File: src/rtl/pipeline_hazard_ctrl.sv
// Stall/flush controller for the 5-stage pipeline.
// It combines RAW data hazards, taken branches and a wait-stated memory FSM with a timeout.
module pipeline_hazard_ctrl #(
   parameter int REG_ADDR_WIDTH = 4,
   parameter int MEM_TIMEOUT    = 15,
   parameter int CNT_WIDTH      = 16
) (
   input  logic                      clk,
   input  logic                      reset,
   input  logic                      i_Id_Valid,
   input  logic [REG_ADDR_WIDTH-1:0] i_Src1,
   input  logic [REG_ADDR_WIDTH-1:0] i_Src2,
   input  logic                      i_Two_Src,
   input  logic [REG_ADDR_WIDTH-1:0] i_Exe_Dest,
   input  logic                      i_Exe_Wb_En,
   input  logic                      i_Exe_Mem_Read,
   input  logic [REG_ADDR_WIDTH-1:0] i_Mem_Dest,
   input  logic                      i_Mem_Wb_En,
   input  logic                      i_Forward_En,
   input  logic                      i_Branch_Taken,
   input  logic                      i_Mem_Req,
   input  logic                      i_Mem_Ready,
   output logic                      o_Hazard,
   output logic                      o_Flush,
   output logic                      o_Freeze,
   output logic                      o_Mem_Timeout,
   output logic [CNT_WIDTH-1:0]      o_Stall_Count
);

   localparam int WAIT_W = $clog2(MEM_TIMEOUT + 1);

   typedef enum logic [1:0] {
      S_IDLE  = 2'd0,
      S_WAIT  = 2'd1,
      S_ERROR = 2'd2
   } mem_state_t;

   mem_state_t        state, state_next;
   logic [WAIT_W-1:0] wait_cnt, wait_cnt_next;
   logic              freeze;
   logic              hz;
   logic              exe_match1, exe_match2, mem_match1, mem_match2;

   always_ff @(posedge clk) begin
      if (!reset) begin
         state    <= S_IDLE;
         wait_cnt <= '0;
      end else begin
         state    <= state_next;
         wait_cnt <= wait_cnt_next;
      end
   end

   // The wait counter holds the number of frozen cycles spent so far on the current access.
   always_comb begin
      state_next    = state;
      wait_cnt_next = wait_cnt;
      freeze        = 1'b0;
      unique case (state)
         S_IDLE: begin
            if (i_Mem_Req && !i_Mem_Ready) begin
               freeze        = 1'b1;
               state_next    = S_WAIT;
               wait_cnt_next = WAIT_W'(1);
            end
         end
         S_WAIT: begin
            freeze = !i_Mem_Ready;
            if (i_Mem_Ready) begin
               state_next    = S_IDLE;
               wait_cnt_next = '0;
            end else if (!i_Mem_Req) begin
               freeze        = 1'b0;
               state_next    = S_IDLE;
               wait_cnt_next = '0;
            end else if (wait_cnt == WAIT_W'(MEM_TIMEOUT)) begin
               state_next = S_ERROR;
            end else begin
               wait_cnt_next = wait_cnt + WAIT_W'(1);
            end
         end
         S_ERROR: begin
            freeze = 1'b1;
         end
         default: begin
            state_next    = S_IDLE;
            wait_cnt_next = '0;
         end
      endcase
   end

   assign exe_match1 = i_Exe_Wb_En & (i_Src1 == i_Exe_Dest);
   assign exe_match2 = i_Exe_Wb_En & (i_Src2 == i_Exe_Dest);
   assign mem_match1 = i_Mem_Wb_En & (i_Src1 == i_Mem_Dest);
   assign mem_match2 = i_Mem_Wb_En & (i_Src2 == i_Mem_Dest);

   // With forwarding, only a load in EX cannot be bypassed in time.
   always_comb begin
      hz = 1'b0;
      if (i_Forward_En)
         hz = i_Id_Valid & i_Exe_Mem_Read & (exe_match1 | (i_Two_Src & exe_match2));
      else
         hz = i_Id_Valid & (exe_match1 | mem_match1 | (i_Two_Src & (exe_match2 | mem_match2)));
   end

   assign o_Freeze      = freeze;
   assign o_Flush       = !freeze & i_Branch_Taken;
   assign o_Hazard      = !freeze & !i_Branch_Taken & hz;
   assign o_Mem_Timeout = (state == S_ERROR);

   always_ff @(posedge clk) begin
      if (!reset)
         o_Stall_Count <= '0;
      else if ((freeze || o_Hazard) && (o_Stall_Count != '1))
         o_Stall_Count <= o_Stall_Count + CNT_WIDTH'(1);
   end

endmodule

File: config.mk
export PLATFORM = sky130hd
export DESIGN_NAME = pipeline_hazard_ctrl
export DESIGN_NICKNAME = d
export VERILOG_FILES = /design/src/rtl/pipeline_hazard_ctrl.sv
export SDC_FILE = /design/constraint.sdc
export NUM_CORES = 1
export LEC_CHECK = 0
export ABC_AREA = 1
export CELL_PAD_IN_SITES_DETAIL_PLACEMENT = 1
export CELL_PAD_IN_SITES_GLOBAL_PLACEMENT = 1
export CORE_MARGIN = 2
export CORE_UTILIZATION = 35
export CTS_BUF_LIST = sky130_fd_sc_hd__clkbuf_2 sky130_fd_sc_hd__clkbuf_4 sky130_fd_sc_hd__clkbuf_8
export CTS_CLUSTER_DIAMETER = 60
export DETAILED_ROUTE_END_ITERATION = 6
export GPL_TIMING_DRIVEN = 0
export HOLD_SLACK_MARGIN = 0.08
export PLACE_DENSITY_LB_ADDON = 0.1
export SLEW_MARGIN = 20
export SYNTH_ARGS = -nofsm -noshare
export SYNTH_HDL_FRONTEND = slang
export SYNTH_SLANG_ARGS = --single-unit
File: constraint.sdc
create_clock -name clk -period 3.9 [get_ports clk]
set_input_delay 0.78 -clock clk [delete_from_list [all_inputs] [get_ports clk]]
set_output_delay 0.78 -clock clk [all_outputs]
set_load 0.01 [all_outputs]
==> key figures <==
Outcome
  • Status: finished clean

Worst setup path
  • Crit path largest cell delay: 0.54 ns
  • Critical-path top delay cell: clkdlybuf4s50_1
  • Critical-path cell list: clkdlybuf4s50_1, inv_1, nand2_1, nand2_1, nor2_1, nand2_1, nand2_1, nand2_1, nand2_1, nand2_1, inv_1, clkdlybuf4s50_1
  • Worst Path Required: 3.12 ns
  • Worst-path maximum fanout: 3
  • CP startpoint kind: input port
  • Arrival @ worst endpoint: 2.48 ns
  • WS Path Type: input port to primary output
  • CP dominant cell by count: nand2_1
  • Crit. End Element: primary output
  • Worst r2r path cells: 9

Power
  • Max IR drop VDD: 0.224 mV
  • Static leakage: 0.902 nW
  • Sw power: 0.124 mW
  • Power share of the clock group: 40.5%
  • Sw frac: 23.3%
  • Sequential power share: 43.3%
  • Combinational share of power: 16.2%
  • Int Power: 0.409 mW
  • Power Dens Cells: 249 nW/um^2

CTS
  • CTS tree: built
  • PostCTS Resize Cnt: 0
  • Post CTS Setup Buffer Count: 0
  • CTS Buf Count: 3
  • Root Driver: clkbuf_8
  • Clk buf depth: 2
  • Clock Pin Slew Worst Setup and Hold Paths: 0.09 ns
  • H-tree Lvls: 1
  • Worst-Skew Late Latency: 0.26 ns
  • # clock sinks: 22
  • Hold buffer count at CTS: 0

Timing
  • Final Hold Fails: 0
  • Slew margin rel.: 69.1%
  • Final setup viols: 0
  • Max Fclk: 0.307 GHz
  • Slew Viols, Final: 0
  • Clk_skew: 0.00279 ns
  • Worst-Margin Slew: 0.463 ns
  • Part of the cycle the worst path needs: 83.6%
  • Setup WS post-layout: 0.639 ns
  • Minimum clock period: 3.26 ns
  • RSZ-0062 raised after global routing: false
  • Final Hold Slack: 0.504 ns
  • Final setup TNS: 0 ns

Synth
  • Yosys warns: 0
  • Syn Area/Cell: 6.27 sq um
  • Post-Synth Adder-Cell Area: 1.62%
  • Combinational family with the most area after synthesis: simple AND/OR/NAND/NOR gates
  • Post-synth EDFFs: 0
  • Post-synth cell types: 25
  • Post-Synth XOR/XNOR Area: 10.8%
  • Post-synth top flop: dfxtp_1
  • Synthesized flop and latch total: 22
  • Post-Syn Instances: 246
  • Sequential area share after synthesis: 28.5%
  • Syn Nets: 275
  • Async S/R FF share, synth: 0%
  • Compound-cell area share of the yosys netlist: 10.3%
  • Simple-gate share of the synthesized area: 39.4%
  • Mux cell area share after synthesis: 0%
  • Cell Area, Synth: 1540 sq um

Detailed routing
  • Initial DRT Pass Iterations: 4
  • DRC: 0
  • DRT antenna net count: 0
  • Initial DRC count: 48
  • Routed wire length: 4350 um
  • Via/cell ratio: 4.84
  • Vias: 1686
  • Routed len/inst: 12.5 um

Job
  • Max Cap Viol: 0

Global routing
  • Total GRT Usage: 18.5%
  • Vias in the first global route: 1671
  • Initial antenna violation count: 0
  • Pin count of the biggest net entering global routing: 14
  • First-pass GRT wire length: 7550 um
  • Total grt overflow: 0

Die
  • Die Area: 4950 sq um
  • # rows: 24
  • Die H: 70.4 um
  • DIE WIDTH: 70.4 um
  • # IOs: 47
  • Initial core utilization: 35.9%
  • Core footprint: 4290 sq um

Layout
  • Filler cells: 606
  • Area delta synth->final: 38.7%
  • Area of the multi-input gates: 958 sq um
  • Reg area: 440 sq um
  • N_diodes: 0
  • Nets@finish: 326
  • Layout cell share with drive strength beyond 1: 5.41%

Worst hold path
  • WHS Path Cells: 2
  • Worst hold path class: flop to flop

Placed design
  • Final HPWL DP: 3510 um
  • Setup WS pre-CTS: 0.607 ns
  • # port buffers: 46
  • GPL Wtd Cong: 0.863
## through the flow
stage | power [mW] | util (%) | cell area [sq um] | std cells
after global routing | 0.562 | 49.8 | 2140 | 348
after global placement | 0.322 | 48.2 | 2070 | 344
after CTS | 0.544 | 49.8 | 2140 | 348
after detailed placement | 0.324 | 48.2 | 2070 | 344
final | 0.533 | 49.8 | 2140 | 348
after floorplan | 0.276 | - | 1540 | 246
## cell usage after synthesis (2+ instances only)
cell       n  area share [%]
inv_1     29             7.1
o21ai_0    7             2.3
nand2_4    2             1.5
nor2_2     3             1.2
ha_1       2             1.6
a21oi_1   18             5.8
nand2_1   68              17
nand3_1   26             8.4
nand2_2    3             1.2
xor2_1    13             7.4
nor2_1    29             7.1
nand4_1    2            0.81
xnor2_1    6             3.4
nor3_1     5             1.6
clkinv_1   2            0.49
dfxtp_1   22              29
## sequential cells by signal, summed over array words and instances (netlist names)
name,flops
wait_cnt,4
o_Stall_Count,16
state,2
## per-layer routing
metal / part of all wire (%) / vias to the layer above / global-route usage, %
met1: 50 / 764 / 25.5
met4: 0.57 / 0 / 3.21
li1: - / 888 / -
met3: 4.8 / 2 / 3.46
met2: 45 / 32 / 30.4
met5: 0 / - / 0
## power by group through the flow
stage	Clock, mW	Sequential [mW]	Combinational [mW]
6_report	0.216	0.231	0.0865
3_5_place_dp	0	0.236	0.0880
3_3_place_gp	0	0.236	0.0864
2_1_floorplan	0	0.236	0.0401
4_1_cts	0.224	0.231	0.0886
5_1_grt	0.233	0.231	0.0976
## cells by family (layout without fill, tap and decap cells)
logic type,Yosys count,after routing
compound gates,29,29
xor+xnor,19,19
fa+ha+maj,2,2
buf+inv,35,85
flops,22,22
simple gates,139,139
## worst paths after layout
kind               startpoint                to  slack (ns)
min reg2reg       wait_cnt[2]       wait_cnt[2]        0.50
max                 i_Src1[1]          o_Hazard        0.64
min               wait_cnt[2]       wait_cnt[2]        0.50
max reg2reg  o_Stall_Count[0]  o_Stall_Count[0]        1.96
## worst max-delay path: cells and delay by family
kind	cells	cell delay [ns]
simple gates	8	0.52
buf+inv	4	1.17
## cell type report
class / count / share of cell area (%)
buffer: 4 / 1.29
clock buffer: 3 / 1.93
clock inverter: 1 / 1.40
inverter: 31 / 5.44
multi-input combinational: 189 / 44.8
sequential: 22 / 20.6
tap: 52 / 3.04
timing repair buffer: 46 / 21.5
## cells in the final DEF, fill, tap and decap left out, drive strengths merged
cell,n
a21boi,1
a21oi,18
a221oi,1
a311oi,1
buf,4
bufinv,1
clkbuf,3
clkdlybuf4s50,46
clkinv,2
dfxtp,22
ha,2
inv,29
nand2,73
nand3,26
nand4,2
nor2,32
nor3,6
o21ai,7
o22a,1
xnor2,6
xor2,13
No activity file was read; power rests on OpenSTA's default activity.
